<file path="src/rtl/ex_muldiv_seq_pkg.sv">
// Shared definitions for the RV32M multiply/divide sequencer:
// func3 opcodes, the M-extension funct7 value, FSM state encodings and width.
package ex_muldiv_seq_pkg;

  localparam int XLEN = 32;

  localparam logic [6:0] FUNCT7_MEXT = 7'b0000001;

  localparam logic [2:0] F3_MUL    = 3'b000;
  localparam logic [2:0] F3_MULH   = 3'b001;
  localparam logic [2:0] F3_MULHSU = 3'b010;
  localparam logic [2:0] F3_MULHU  = 3'b011;
  localparam logic [2:0] F3_DIV    = 3'b100;
  localparam logic [2:0] F3_DIVU   = 3'b101;
  localparam logic [2:0] F3_REM    = 3'b110;
  localparam logic [2:0] F3_REMU   = 3'b111;

  typedef enum logic [1:0] {
    ST_IDLE = 2'b00,
    ST_CALC = 2'b01,
    ST_SIGN = 2'b10,
    ST_DONE = 2'b11
  } state_e;

  // Two's-complement negate when the flag is set.
  function automatic logic [XLEN-1:0] neg_if(input logic neg, input logic [XLEN-1:0] val);
    return neg ? (~val + 1'b1) : val;
  endfunction

endpackage

</file>
<file path="src/rtl/ex_muldiv_seq_iter_dp.sv">
// Iterative datapath for the multiply/divide sequencer.
// Holds a 64-bit accumulator (product, or remainder:quotient) and the latched
// magnitude of operand B. Each enabled step performs one shift-add multiply
// iteration or one restoring-divide iteration; 32 steps complete an operation.
module ex_muldiv_seq_iter_dp
  import ex_muldiv_seq_pkg::*;
(
  input  logic              clk,
  input  logic              rst_n,
  input  logic              i_load,
  input  logic              i_step,
  input  logic              i_is_div,
  input  logic [XLEN-1:0]   i_a,
  input  logic [XLEN-1:0]   i_b,
  output logic [2*XLEN-1:0] o_acc
);

  logic [2*XLEN-1:0] acc_q, acc_d;
  logic [XLEN-1:0]   divisor_q, divisor_d;
  logic [XLEN:0]     mul_sum;
  logic [XLEN:0]     div_top;
  logic              div_ge;
  logic [XLEN-1:0]   div_rem;

  // Next accumulator: load operands, or advance one multiply/divide iteration.
  always_comb begin
    acc_d     = acc_q;
    divisor_d = divisor_q;
    // Multiply: add B into the upper half when the lsb is set, then shift right with carry.
    mul_sum   = {1'b0, acc_q[2*XLEN-1:XLEN]} + (acc_q[0] ? {1'b0, divisor_q} : '0);
    // Divide: partial remainder shifted left with the next dividend bit appended.
    div_top   = acc_q[2*XLEN-1:XLEN-1];
    div_ge    = (div_top >= {1'b0, divisor_q});
    div_rem   = div_top[XLEN-1:0] - divisor_q;
    if (i_load) begin
      acc_d     = {{XLEN{1'b0}}, i_a};
      divisor_d = i_b;
    end else if (i_step) begin
      if (i_is_div) begin
        if (div_ge) begin
          acc_d = {div_rem, acc_q[XLEN-2:0], 1'b1};
        end else begin
          acc_d = {div_top[XLEN-1:0], acc_q[XLEN-2:0], 1'b0};
        end
      end else begin
        acc_d = {mul_sum, acc_q[XLEN-1:1]};
      end
    end
  end

  // Accumulator and divisor registers with synchronous clear.
  always_ff @(posedge clk) begin
    if (!rst_n) begin
      acc_q     <= '0;
      divisor_q <= '0;
    end else begin
      acc_q     <= acc_d;
      divisor_q <= divisor_d;
    end
  end

  assign o_acc = acc_q;

endmodule

</file>
<file path="src/rtl/ex_muldiv_seq.sv">
// RV32M multi-cycle MUL/DIV/REM sequencer sitting beside the EX-stage ALU.
// Accepts an op from EX, stalls the pipeline through 32 iterations plus a sign
// fixup cycle, then presents a one-cycle result beat.
// Optional build macro MULDIV_FAST_ZERO_EN: ops with a zero operand skip the
// iteration and complete after a single stall cycle with identical results.
module ex_muldiv_seq
  import ex_muldiv_seq_pkg::*;
(
  input  logic            clk,
  input  logic            rst_n,
  input  logic            i_valid,
  input  logic [2:0]      i_func3,
  input  logic [XLEN-1:0] i_rs1_data,
  input  logic [XLEN-1:0] i_rs2_data,
  input  logic            i_flush,
  output logic            o_stall,
  output logic            o_valid,
  output logic [XLEN-1:0] o_result,
  output logic            o_busy
);

  state_e            state_q, state_d;
  logic [4:0]        cnt_q, cnt_d;
  logic [2:0]        func3_q, func3_d;
  logic [XLEN-1:0]   a_raw_q, a_raw_d;
  logic              neg_q, neg_d;
  logic              b_zero_q, b_zero_d;
  logic              ovf_q, ovf_d;
  logic [XLEN-1:0]   result_q, result_d;

  logic              a_signed, b_signed, a_neg, b_neg;
  logic [XLEN-1:0]   abs_a, abs_b;
  logic              res_neg, in_b_zero, in_ovf;

  logic              dp_load, dp_step;
  logic [2*XLEN-1:0] dp_acc;
  logic [2*XLEN-1:0] prod;
  logic [XLEN-1:0]   quot, rem;
  logic [XLEN-1:0]   sign_result;

`ifdef MULDIV_FAST_ZERO_EN
  logic              fast_zero;
  logic [XLEN-1:0]   fast_result;
`endif

  ex_muldiv_seq_iter_dp u_dp (
    .clk      (clk),
    .rst_n    (rst_n),
    .i_load   (dp_load),
    .i_step   (dp_step),
    .i_is_div (func3_q[2]),
    .i_a      (abs_a),
    .i_b      (abs_b),
    .o_acc    (dp_acc)
  );

  // Operand conditioning: magnitudes, result sign and special-case flags for the incoming op.
  always_comb begin
    a_signed = 1'b0;
    b_signed = 1'b0;
    case (i_func3)
      F3_MUL, F3_MULH, F3_DIV, F3_REM: begin
        a_signed = 1'b1;
        b_signed = 1'b1;
      end
      F3_MULHSU: a_signed = 1'b1;
      default: ;
    endcase
    a_neg     = a_signed & i_rs1_data[XLEN-1];
    b_neg     = b_signed & i_rs2_data[XLEN-1];
    abs_a     = neg_if(a_neg, i_rs1_data);
    abs_b     = neg_if(b_neg, i_rs2_data);
    // Remainder takes the dividend's sign; products and quotients take the xor.
    res_neg   = (i_func3 == F3_REM) ? a_neg : (a_neg ^ b_neg);
    in_b_zero = (i_rs2_data == '0);
    in_ovf    = ((i_func3 == F3_DIV) || (i_func3 == F3_REM)) &&
                (i_rs1_data == 32'h8000_0000) && (i_rs2_data == 32'hFFFF_FFFF);
  end

`ifdef MULDIV_FAST_ZERO_EN
  // Zero-operand shortcut: products are zero; div-by-zero gives all-ones / dividend.
  always_comb begin
    fast_zero   = (i_rs1_data == '0) || in_b_zero;
    fast_result = '0;
    if (i_func3[2] && in_b_zero) begin
      fast_result = i_func3[1] ? i_rs1_data : '1;
    end
  end
`endif

  // Sign fixup and word selection from the finished accumulator.
  always_comb begin
    prod        = neg_q ? (~dp_acc + 1'b1) : dp_acc;
    quot        = dp_acc[XLEN-1:0];
    rem         = dp_acc[2*XLEN-1:XLEN];
    sign_result = '0;
    case (func3_q)
      F3_MUL:                       sign_result = prod[XLEN-1:0];
      F3_MULH, F3_MULHSU, F3_MULHU: sign_result = prod[2*XLEN-1:XLEN];
      F3_DIV, F3_DIVU: begin
        if (b_zero_q)   sign_result = '1;
        else if (ovf_q) sign_result = 32'h8000_0000;
        else            sign_result = neg_if(neg_q, quot);
      end
      default: begin
        if (b_zero_q)   sign_result = a_raw_q;
        else if (ovf_q) sign_result = '0;
        else            sign_result = neg_if(neg_q, rem);
      end
    endcase
  end

  // Next-state logic: flush wins over everything, otherwise walk IDLE->CALC->SIGN->DONE.
  always_comb begin
    state_d  = state_q;
    cnt_d    = cnt_q;
    func3_d  = func3_q;
    a_raw_d  = a_raw_q;
    neg_d    = neg_q;
    b_zero_d = b_zero_q;
    ovf_d    = ovf_q;
    result_d = result_q;
    dp_load  = 1'b0;
    dp_step  = 1'b0;
    if (i_flush) begin
      state_d = ST_IDLE;
      cnt_d   = '0;
    end else begin
      case (state_q)
        ST_IDLE: begin
          if (i_valid) begin
            func3_d  = i_func3;
            a_raw_d  = i_rs1_data;
            neg_d    = res_neg;
            b_zero_d = in_b_zero;
            ovf_d    = in_ovf;
            cnt_d    = 5'd31;
            dp_load  = 1'b1;
            state_d  = ST_CALC;
`ifdef MULDIV_FAST_ZERO_EN
            if (fast_zero) begin
              cnt_d    = '0;
              result_d = fast_result;
              state_d  = ST_DONE;
            end
`endif
          end
        end
        ST_CALC: begin
          dp_step = 1'b1;
          if (cnt_q == 5'd0) begin
            state_d = ST_SIGN;
          end else begin
            cnt_d = cnt_q - 5'd1;
          end
        end
        ST_SIGN: begin
          result_d = sign_result;
          state_d  = ST_DONE;
        end
        default: begin
          state_d = ST_IDLE;
        end
      endcase
    end
  end

  // Control and result registers with synchronous active-low reset.
  always_ff @(posedge clk) begin
    if (!rst_n) begin
      state_q  <= ST_IDLE;
      cnt_q    <= '0;
      func3_q  <= '0;
      a_raw_q  <= '0;
      neg_q    <= 1'b0;
      b_zero_q <= 1'b0;
      ovf_q    <= 1'b0;
      result_q <= '0;
    end else begin
      state_q  <= state_d;
      cnt_q    <= cnt_d;
      func3_q  <= func3_d;
      a_raw_q  <= a_raw_d;
      neg_q    <= neg_d;
      b_zero_q <= b_zero_d;
      ovf_q    <= ovf_d;
      result_q <= result_d;
    end
  end

  assign o_stall  = ((state_q == ST_IDLE) && i_valid) || (state_q == ST_CALC) || (state_q == ST_SIGN);
  assign o_valid  = (state_q == ST_DONE) && !i_flush;
  assign o_busy   = (state_q != ST_IDLE);
  assign o_result = result_q;

endmodule

</file>
<file path="config.mk">
export PLATFORM = sky130hd
export DESIGN_NAME = ex_muldiv_seq
export DESIGN_NICKNAME = d
export VERILOG_FILES = /design/src/rtl/ex_muldiv_seq_pkg.sv /design/src/rtl/ex_muldiv_seq_iter_dp.sv /design/src/rtl/ex_muldiv_seq.sv
export SDC_FILE = /design/constraint.sdc
export NUM_CORES = 1
export LEC_CHECK = 0
export CORE_MARGIN = 4
export CORE_UTILIZATION = 30
export DETAILED_ROUTE_END_ITERATION = 8
export PLACE_DENSITY_LB_ADDON = 0.3
export SYNTH_ARGS = -nofsm -noshare
export SYNTH_HDL_FRONTEND = slang
export SYNTH_SLANG_ARGS = --single-unit
</file>
<file path="constraint.sdc">
create_clock -name clk -period 4.5 [get_ports clk]
set_clock_uncertainty 0.15 [all_clocks]
set_input_delay 0.45 -clock clk [delete_from_list [all_inputs] [get_ports clk]]
set_output_delay 0.45 -clock clk [all_outputs]
set_load 0.005 [all_outputs]
</file>
After elaboration in Yosys (flattened, before gate mapping)

Index checks and enable logic that the tools add are counted.

Add/sub/neg operators: 8
Order comparisons: 1
Equal/unequal tests: 17
Multiplexer cells: 29
Bitwise logic cells: 10
Reduce and logical (&&, ||, !) cells: 26

Operators by type and width:

| cell                                           | number |
|---|---|
| two-way mux 32 bit                             | 11 |
| two-way mux 64 bit                             | 3 |
| adder 32 x 1 -> 32 bit (second input constant) | 4 |
| NOT 32 bit                                     | 4 |
| one-hot mux 32 bit (3 select lines)            | 1 |
| adder 64 x 1 -> 64 bit (second input constant) | 1 |
| == test 32 bit (second input constant)         | 2 |
| NOT 64 bit                                     | 1 |
| adder 32 x 32 -> 33 bit                        | 1 |
| >= comparator 33 x 32 -> 1 bit                 | 1 |
| logical NOT 32 bit                             | 1 |
| subtractor 32 bit                              | 1 |
| == test 3 bit (second input constant)          | 4 |
| two-way mux 5 bit                              | 2 |
| one-hot mux 5 bit (2 select lines)             | 1 |
| == test 3 x 2 -> 1 bit (second input constant) | 3 |
| two-way mux 1 bit                              | 8 |
| == test 3 x 1 -> 1 bit (second input constant) | 2 |
| logical NOT 3 bit                              | 2 |
| != test 2 bit (second input constant)          | 3 |
| one-hot mux 2 bit (3 select lines)             | 1 |
| AND reduction 3 bit                            | 2 |
| nonzero test 2 bit                             | 3 |
| OR reduction 2 bit                             | 3 |
| other kinds (16)                               | 26 |

Flip-flop bits (word level): 173
Input port bits: 71
Output and inout bits: 35
Word-level logic and storage cells: 102

Longest topological paths before layout

Gate-level depths: netlist of the first run.

Depth after elaboration: 6
Depth in mapped cells: 14

Cells and area by module

Synthesis of the first run repeated with hierarchy kept, for this count alone.

Cell total of the unflattened synthesis: 2,183
Area total of the unflattened synthesis: 16,019.1 µm²

By module, submodules not included:

| module                | times used | cells each | area each (µm²) |
|---|---|---|---|
| ex_muldiv_seq_iter_dp | 1          | 1,038      | 8,045.2 |
| ex_muldiv_seq         | 1          | 1,145      | 7,973.9 |

Worst setup path after synthesis of the first run

No wires, ideal clock.

Path kind: register to register
Start: register u_dp.acc_q[33] (netlist: u_dp.o_acc[33])
End: register u_dp.acc_q[58] (netlist: u_dp.o_acc[58])
Library setup time: 0.115 ns
Arrival: 3.173 ns
Path slack: 1.062 ns
Cell stages (with the launch flop): 12
Path buffers: 2
Cell sequence: dfxtp_1 > ha_1 > o21a_1 > o31a_1 > o31ai_1 > a41oi_1 > a31o_2 > a31oi_1 > clkbuf_1 > clkbuf_1 > o21ai_0 > and3_1

Longest elaborated chain between the ends: 3

Ends and longest elaborated chain:

| what                                                                | line                                                     | RTL |
|---|---|---|
| start, declared                                                     | ex_muldiv_seq_iter_dp.sv:18                              | `logic [2*XLEN-1:0] acc_q, acc_d;` |
| start signal, assigned                                              | ex_muldiv_seq_iter_dp.sv:54                              | `acc_q <= '0;` |
| start signal, assigned                                              | ex_muldiv_seq_iter_dp.sv:57                              | `acc_q <= acc_d;` |
| subtractor 32 bit or >= comparator 33 x 32 -> 1 bit (tied branches) | ex_muldiv_seq_iter_dp.sv:34, ex_muldiv_seq_iter_dp.sv:33 |  |
| two-way mux 64 bit                                                  | ex_muldiv_seq_iter_dp.sv:40                              | `if (div_ge) begin` |
| two-way mux 64 bit *                                                | ex_muldiv_seq_iter_dp.sv:39                              | `if (i_is_div) begin` |

Mark *: on every way between the ends. The rest lies on a longest branch, timed or not.
A chain may end at the register's enable or synchronous reset.

Worst setup path in the final report of the first run

Start: register u_dp.acc_q[0] (netlist: u_dp.o_acc[0])
End: register u_dp.acc_q[58] (netlist: u_dp.o_acc[58])

Longest elaborated chain between the ends: 3

Ends and longest elaborated chain:

| what                    | line                        | RTL |
|---|---|---|
| two-way mux 32 bit      | ex_muldiv_seq_iter_dp.sv:30 | `mul_sum = {1'b0, acc_q[2*XLEN-1:XLEN]} + (acc_q[0] ? {1'b0, divisor_q} : '0);` |
| adder 32 x 32 -> 33 bit | ex_muldiv_seq_iter_dp.sv:30 |  |
| two-way mux 64 bit      | ex_muldiv_seq_iter_dp.sv:39 |  |

No other way between the ends.

==> flow_summary_export.csv, run 1 <==
group,metric,value,unit
detailed_routing,routed.top_layer,"met4",
timing,worst_pin_slew,1100,ps
clock_network,cts_max_level,4,
yosys,yosys-top-cells-area,"dfxtp_1, xnor2_1, nand2_1, ha_1, xor2_1",
power_and_ir_drop,peakVddDrop,0.221,mV
yosys,netlist.area_leader.share,22.7,%
timing,slew_viol_final,0,
global_routing,grt_max_degree,87,
yosys,synth.distinct_cells,70,
yosys,ys_warn_count,0,
global_routing,antenna_found_initial,1,
timing,slew_headroom,26.8,%
yosys,ys_seq_area_share,22.7,%
final_layout,diodes,0,
detailed_routing,drt_iter0_drc,1429,
outcome,status,"finished clean",
run,drv_cap,0,
power_and_ir_drop,power.total,4.49,mW
timing,min_period_over_period,87.7,%
global_routing,grt_pass1_wl,90.6,mm
setup_path,slowest_delay,550,ps
setup_path,cp_max_fo,18,
detailed_routing,dr.pass1.iters,6,
placement,place.gp.congestion,1.01,
clock_network,cts_setup_buffers,0,
detailed_routing,drc,0,
placement,dpl_worst_slack,405,ps
setup_path,crit_top_cell,"a21o_1",
setup_path,path_class,"flip-flop to flip-flop",
final_layout,final_cell_mix,"nand2_1, dfxtp_1, nor2_1, o21ai_0, a21oi_1",
clock_network,cts_resized,0,
final_layout,final_common_cell,"nand2_1",
timing,setup_viol,0,
global_routing,globalRoute.totalOverflow,0,
timing,setup_ws,555,ps
setup_path,worstSetupEndpointType,"flip-flop",
die,initial_utilization,30.4,%
min_path,min_path_type,"flip-flop to flip-flop",
setup_path,crit_path_cell_trace,"inv_1 -> buf_12 -> nor2_1 -> ha_1 -> a21o_1 -> a21o_1 -> a2111oi_0 -> o32ai_1 -> a21oi_1 -> o21ai_0 -> xnor2_1 -> a31oi_1 -> and3_1",
die,die_w,233,um
detailed_routing,route.met2.wl,26.4,mm
global_routing,grt_pass1_vias,15124,
yosys,synth_ff_type,"dfxtp_1",
timing,fin_crit,3940,ps
setup_path,cp_top_family,"compound AO/OA/AOI/OAI gates",
setup_path,required,4700,ps
yosys,synth_area,0.0152,mm^2
placement,io_buffers,105,
detailed_routing,wl,59.2,mm
die,coreArea,0.0502,mm^2
clock_network,numCtsBuffers,17,
placement,hpwlAfterDp,45.9,mm
detailed_routing,wire_per_inst,21.6,um
timing,rsz0062_at_grt,"false",
setup_path,crit_path_start_kind,"flip-flop",
clock_network,root_buffer,"clkbuf_16",
yosys,synth_edf_count,0,
die,io_pins,106,
final_layout,area_delta_synth_final,14.7,%
setup_path,path_buf_inv,2,
die,fp.dieH,233,um
clock_network,clk_pin_slew_worst_paths,80,ps
yosys,synth_area_per_cell,7.47,um^2
yosys,yosys.area.top_type,"dfxtp_1",
power_and_ir_drop,p_leak,7.27,nW
clock_network,insertion_delay,460,ps
yosys,synthCells,2041,
die,fp-row-count,82,
setup_path,arrival,4150,ps
yosys,synth-seq-cells,173,
die,dieArea,0.0545,mm^2
setup_path,slowest_stage,"a21oi_1",
global_routing,track_usage,21.2,%
clock_network,ctsHoldBuffers,0,
final_layout,drive_gt1_share,5.84,%
timing,hold_viol,0,
final_layout,finalNetCount,2209,
timing,tns,0,ps
detailed_routing,wl_met1,26.2,mm
clock_network,clockBufferDepth,2,
detailed_routing,num_vias,15809,
clock_network,tritoncts,"done",
timing,timing.fmax,254,MHz
power_and_ir_drop,powerDensity,257,mW/mm^2
yosys,syn_nets,2190,
detailed_routing,drtAntennaViolNets,0,
yosys,async_reset_ff_share,0,%
detailed_routing,vias_per_cell,5.76,
detailed_routing,met3WireLength,3.86,mm
clock_network,cts_num_sinks,173,
stage by stage:
stage | hold WS (ps) | std cells | utilization, % | cell area, um^2
2_1_floorplan | 290 | 2041 | - | 15200
5_1_grt | 336 | 2745 | 34.8 | 17500
3_5_place_dp | 307 | 2713 | 33.7 | 16900
3_3_place_gp | 301 | 2713 | 33.7 | 16900
6_report | 312 | 2745 | 34.8 | 17500
4_1_cts | 317 | 2745 | 34.8 | 17500
flip-flops by register name, indices dropped and copies added, names as in the netlist:
| name | flops |
|---|---|
| ovf_q | 1 |
| cnt_q | 5 |
| o_result | 32 |
| neg_q | 1 |
| u_dp.o_acc | 64 |
| u_dp.divisor_q | 32 |
| state_q | 2 |
| b_zero_q | 1 |
| a_raw_q | 32 |
| func3_q | 3 |
metal layers:
layer  track usage (%)  vias to the layer above
met2              33.4                      578
met4              8.95                        0
li1                  -                     7477
met3              3.82                      107
met1              28.6                     7647
met5                 0                        -
layout make-up:
| class | instances | area (um^2) |
|---|---|---|
| fillers | 5295 | 32700 |
| multi-input cells | 1641 | 10800 |
| flip-flops and latches | 173 | 3470 |
| repair buffers | 159 | 1480 |
| well taps | 672 | 841 |
| clock buffers | 17 | 425 |
| inverters | 68 | 255 |
| clock inverters | 15 | 174 |
kinds of logic (layout without fill, tap and decap cells):
logic type	count (synthesis)	count (layout)	share of synthesized area [%]
muxes	50	50	3.32
and+or+nand+nor	661	661	20.1
AOI/OAI and AO/OA	652	652	29.5
DFF	173	173	22.7
adders and majority gates	78	78	6.50
xor gates and xnor gates	200	200	11.5
buffers and inverters	227	259	6.32
power by group:
group / switching, mW / leakage, nW / internal [mW] / total, mW
clock network: 0.763 / 0.289 / 0.794 / 1.56
logic: 0.751 / 5.57 / 0.494 / 1.24
registers: 0.0918 / 1.41 / 1.60 / 1.69
total: 1.61 / 7.27 / 2.89 / 4.49
cell usage after synthesis, drive strengths merged, types with 20 or more instances:
cell / instances
nand2: 271
dfxtp: 173
nor2: 136
o21ai: 134
clkbuf: 132
a21oi: 121
xnor2: 120
xor2: 80
ha: 76
inv: 68
nand3: 53
a21boi: 49
mux2i: 46
nor3: 46
o211a: 46
a221oi: 44
o211ai: 36
o31ai: 32
a21o: 29
a211oi: 26
buf: 25
or4: 23
or3: 21
nor4: 20
tightest hold or removal path, delay by kind of cell (launching register included):
kind | cells | cell delay (ps)
DFF | 1 | 310
and+or+nand+nor | 1 | 40
AOI/OAI and AO/OA | 1 | 60
final timing paths:
path	startpoint	slack, ps	cells past startpoint	to
worst min register to register	o_result[12]$_SDFFE_PN0P_	310	2	o_result[12]$_SDFFE_PN0P_
worst max register to register	u_dp.o_acc[0]$_SDFFE_PN0P_	560	13	u_dp.o_acc[58]$_SDFFE_PP0P_
worst min-delay path	o_result[12]$_SDFFE_PN0P_	310	2	o_result[12]$_SDFFE_PN0P_
worst max-delay path	u_dp.o_acc[0]$_SDFFE_PN0P_	560	13	u_dp.o_acc[58]$_SDFFE_PP0P_
Power figures use the tool's default switching activity.
==> inputs of run 2 (changes only) <==
PLACE_DENSITY = 0.49   (was not set)
PLACE_DENSITY_LB_ADDON = not set   (was 0.3)
==> run 2 against run 1 <==
Net effect:
- sequential power barely moved
- first-iteration DRC count fell by 6.8%
- global-route usage is 0.38 points higher
- worst hold slack improved by 2.3 ps
- maximum frequency up 3.8%
- highest routed layer is now met5
- register-to-register slack improved by 140 ps
- setup slack better by 140 ps
- count of clock-buffer cells in the layout up 2
- final cell count hardly changed
==> flow_summary_export.csv, run 2 (synthesis gave the netlist of run 1 again) <==
group,metric,value,unit
timing,setup_ws,700,ps
final_layout,largest_register_ffs,64,
die,initial_utilization,30.4,%
timing,hold_viol,0,
power_and_ir_drop,p_leak,7.24,nW
clock_network,insertion_delay,480,ps
setup_path,r2r_setup_slack,700,ps
global_routing,grt_pass1_wl,91.0,mm
final_layout,n_fill_cell,5356,
clock_network,root_buffer,"clkbuf_16",
clock_network,cts_resized,0,
placement,io_buffers,105,
clock_network,cts_max_level,4,
timing,slew_headroom,32.3,%
timing,timing.fmax,263,MHz
die,fp.dieH,233,um
clock_network,ctsHoldBuffers,0,
power_and_ir_drop,p_switching,1.57,mW
global_routing,antenna_found_initial,1,
power_and_ir_drop,internal_power,2.94,mW
timing,slew_viol_final,0,
final_layout,finalNetCount,2206,
global_routing,grt_max_degree,87,
die,dieArea,0.0545,mm^2
die,fp-row-count,82,
detailed_routing,num_vias,15581,
power_and_ir_drop,peakVddDrop,0.291,mV
outcome,status,"finished clean",
detailed_routing,drc,0,
detailed_routing,wire_per_inst,21.8,um
run,drv_cap,0,
timing,fin_crit,3800,ps
final_layout,final_cell_mix,"nand2_1, dfxtp_1, nor2_1, o21ai_0, a21oi_1",
power_and_ir_drop,powerDensity,258,mW/mm^2
power_and_ir_drop,power.total,4.51,mW
setup_path,path_class,"flip-flop to flip-flop",
die,io_pins,106,
detailed_routing,drtAntennaViolNets,0,
power_and_ir_drop,p_seq_share,37.6,%
detailed_routing,dr.pass1.iters,6,
setup_path,cp_max_fo,8,
placement,hpwlAfterDp,45.9,mm
clock_network,cts_setup_buffers,0,
timing,worst_pin_slew,1020,ps
clock_network,numCtsBuffers,17,
detailed_routing,vias_per_cell,5.68,
timing,setup_viol,0,
clock_network,clk_pin_slew_worst_paths,80,ps
global_routing,track_usage,21.6,%
timing,tns,0,ps
die,coreArea,0.0502,mm^2
final_layout,area_delta_synth_final,14.5,%
global_routing,globalRoute.totalOverflow,0,
clock_network,cts_num_sinks,173,
setup_path,required,4750,ps
power_and_ir_drop,p_comb_share,27.0,%
timing,min_period_over_period,84.4,%
detailed_routing,drt_iter0_drc,1332,
final_layout,final_common_cell,"nand2_1",
global_routing,grt_pass1_vias,14780,
final_layout,drive_gt1_share,5.65,%
final_layout,fin_util,34.8,%
clock_network,clockBufferDepth,2,
power_and_ir_drop,clockPowerShare,35.3,%
placement,dpl_worst_slack,299,ps
min_path,min_path_type,"flip-flop to flip-flop",
setup_path,arrival,4050,ps
timing,rsz0062_at_grt,"false",
power_and_ir_drop,sw_frac_of_total,34.9,%
die,die_w,233,um
placement,place.gp.congestion,0.923,
clock_network,tritoncts,"done",
setup_path,crit_path_start_kind,"flip-flop",
setup_path,worstSetupEndpointType,"flip-flop",
detailed_routing,wl,59.9,mm
-- run 2: layout make-up --
class                           count  area, um^2  share of cell area (%)
Sequential cell                   173        3470                    19.9
Tap cell                          672         841                    4.82
Multi-Input combinational cell   1641       10800                    62.1
Timing Repair Buffer              156        1440                    8.27
Inverter                           68         255                    1.46
Clock buffer                       19         443                    2.54
Clock inverter                     13         155                   0.889
Antenna cell                        2        5.00                  0.0287
-- run 2: path summary, 6_finish.rpt --
path,start,to,cells after the start
hold / removal,o_result[21]$_SDFFE_PN0P_,o_result[21]$_SDFFE_PN0P_,2
setup reg to reg,u_dp.o_acc[0]$_SDFFE_PN0P_,u_dp.o_acc[61]$_SDFFE_PP0P_,12
setup / recovery,u_dp.o_acc[0]$_SDFFE_PN0P_,u_dp.o_acc[61]$_SDFFE_PP0P_,12
hold reg to reg,o_result[21]$_SDFFE_PN0P_,o_result[21]$_SDFFE_PN0P_,2
-- run 2: worst max-delay path: stages (launching register included) --
cell,delay (ps)
dfxtp_1,380
and2_1,190
ha_1,220
fa_1,440
a211o_1,290
a211oi_1,320
o21ai_0,280
nand4_1,210
a21oi_1,160
and3_1,250
o41ai_1,490
xnor2_1,110
a211oi_1,240
-- run 2: power by group through the flow --
stage	clock (mW)	combinational, mW	sequential, mW
after floorplan	0	0.849	1.67
after global placement	0	1.20	1.73
after detailed placement	0	1.20	1.73
after CTS	1.63	1.21	1.70
after global routing	1.68	1.33	1.71
final	1.59	1.22	1.70
-- run 2: per-stage QoR --
stage               std cells  area [um^2]  hold slack [ps]
floorplan                2041        15200              290
global placement         2710        16800              303
detailed placement       2710        16800              309
CTS                      2742        17400              319
global route             2742        17400              339
finish                   2744        17500              314
-- run 2: metal layers --
layer  vias up  track usage [%]  routed length [um]  share of wire [%]
li1       7493                -                   -                  -
met1      7493             28.7               26600                 44
met2       502             36.0               28200                 47
met3        91             3.12                3140                5.2
met4         2             7.48                1980                3.3
met5         -                0                  13              0.022
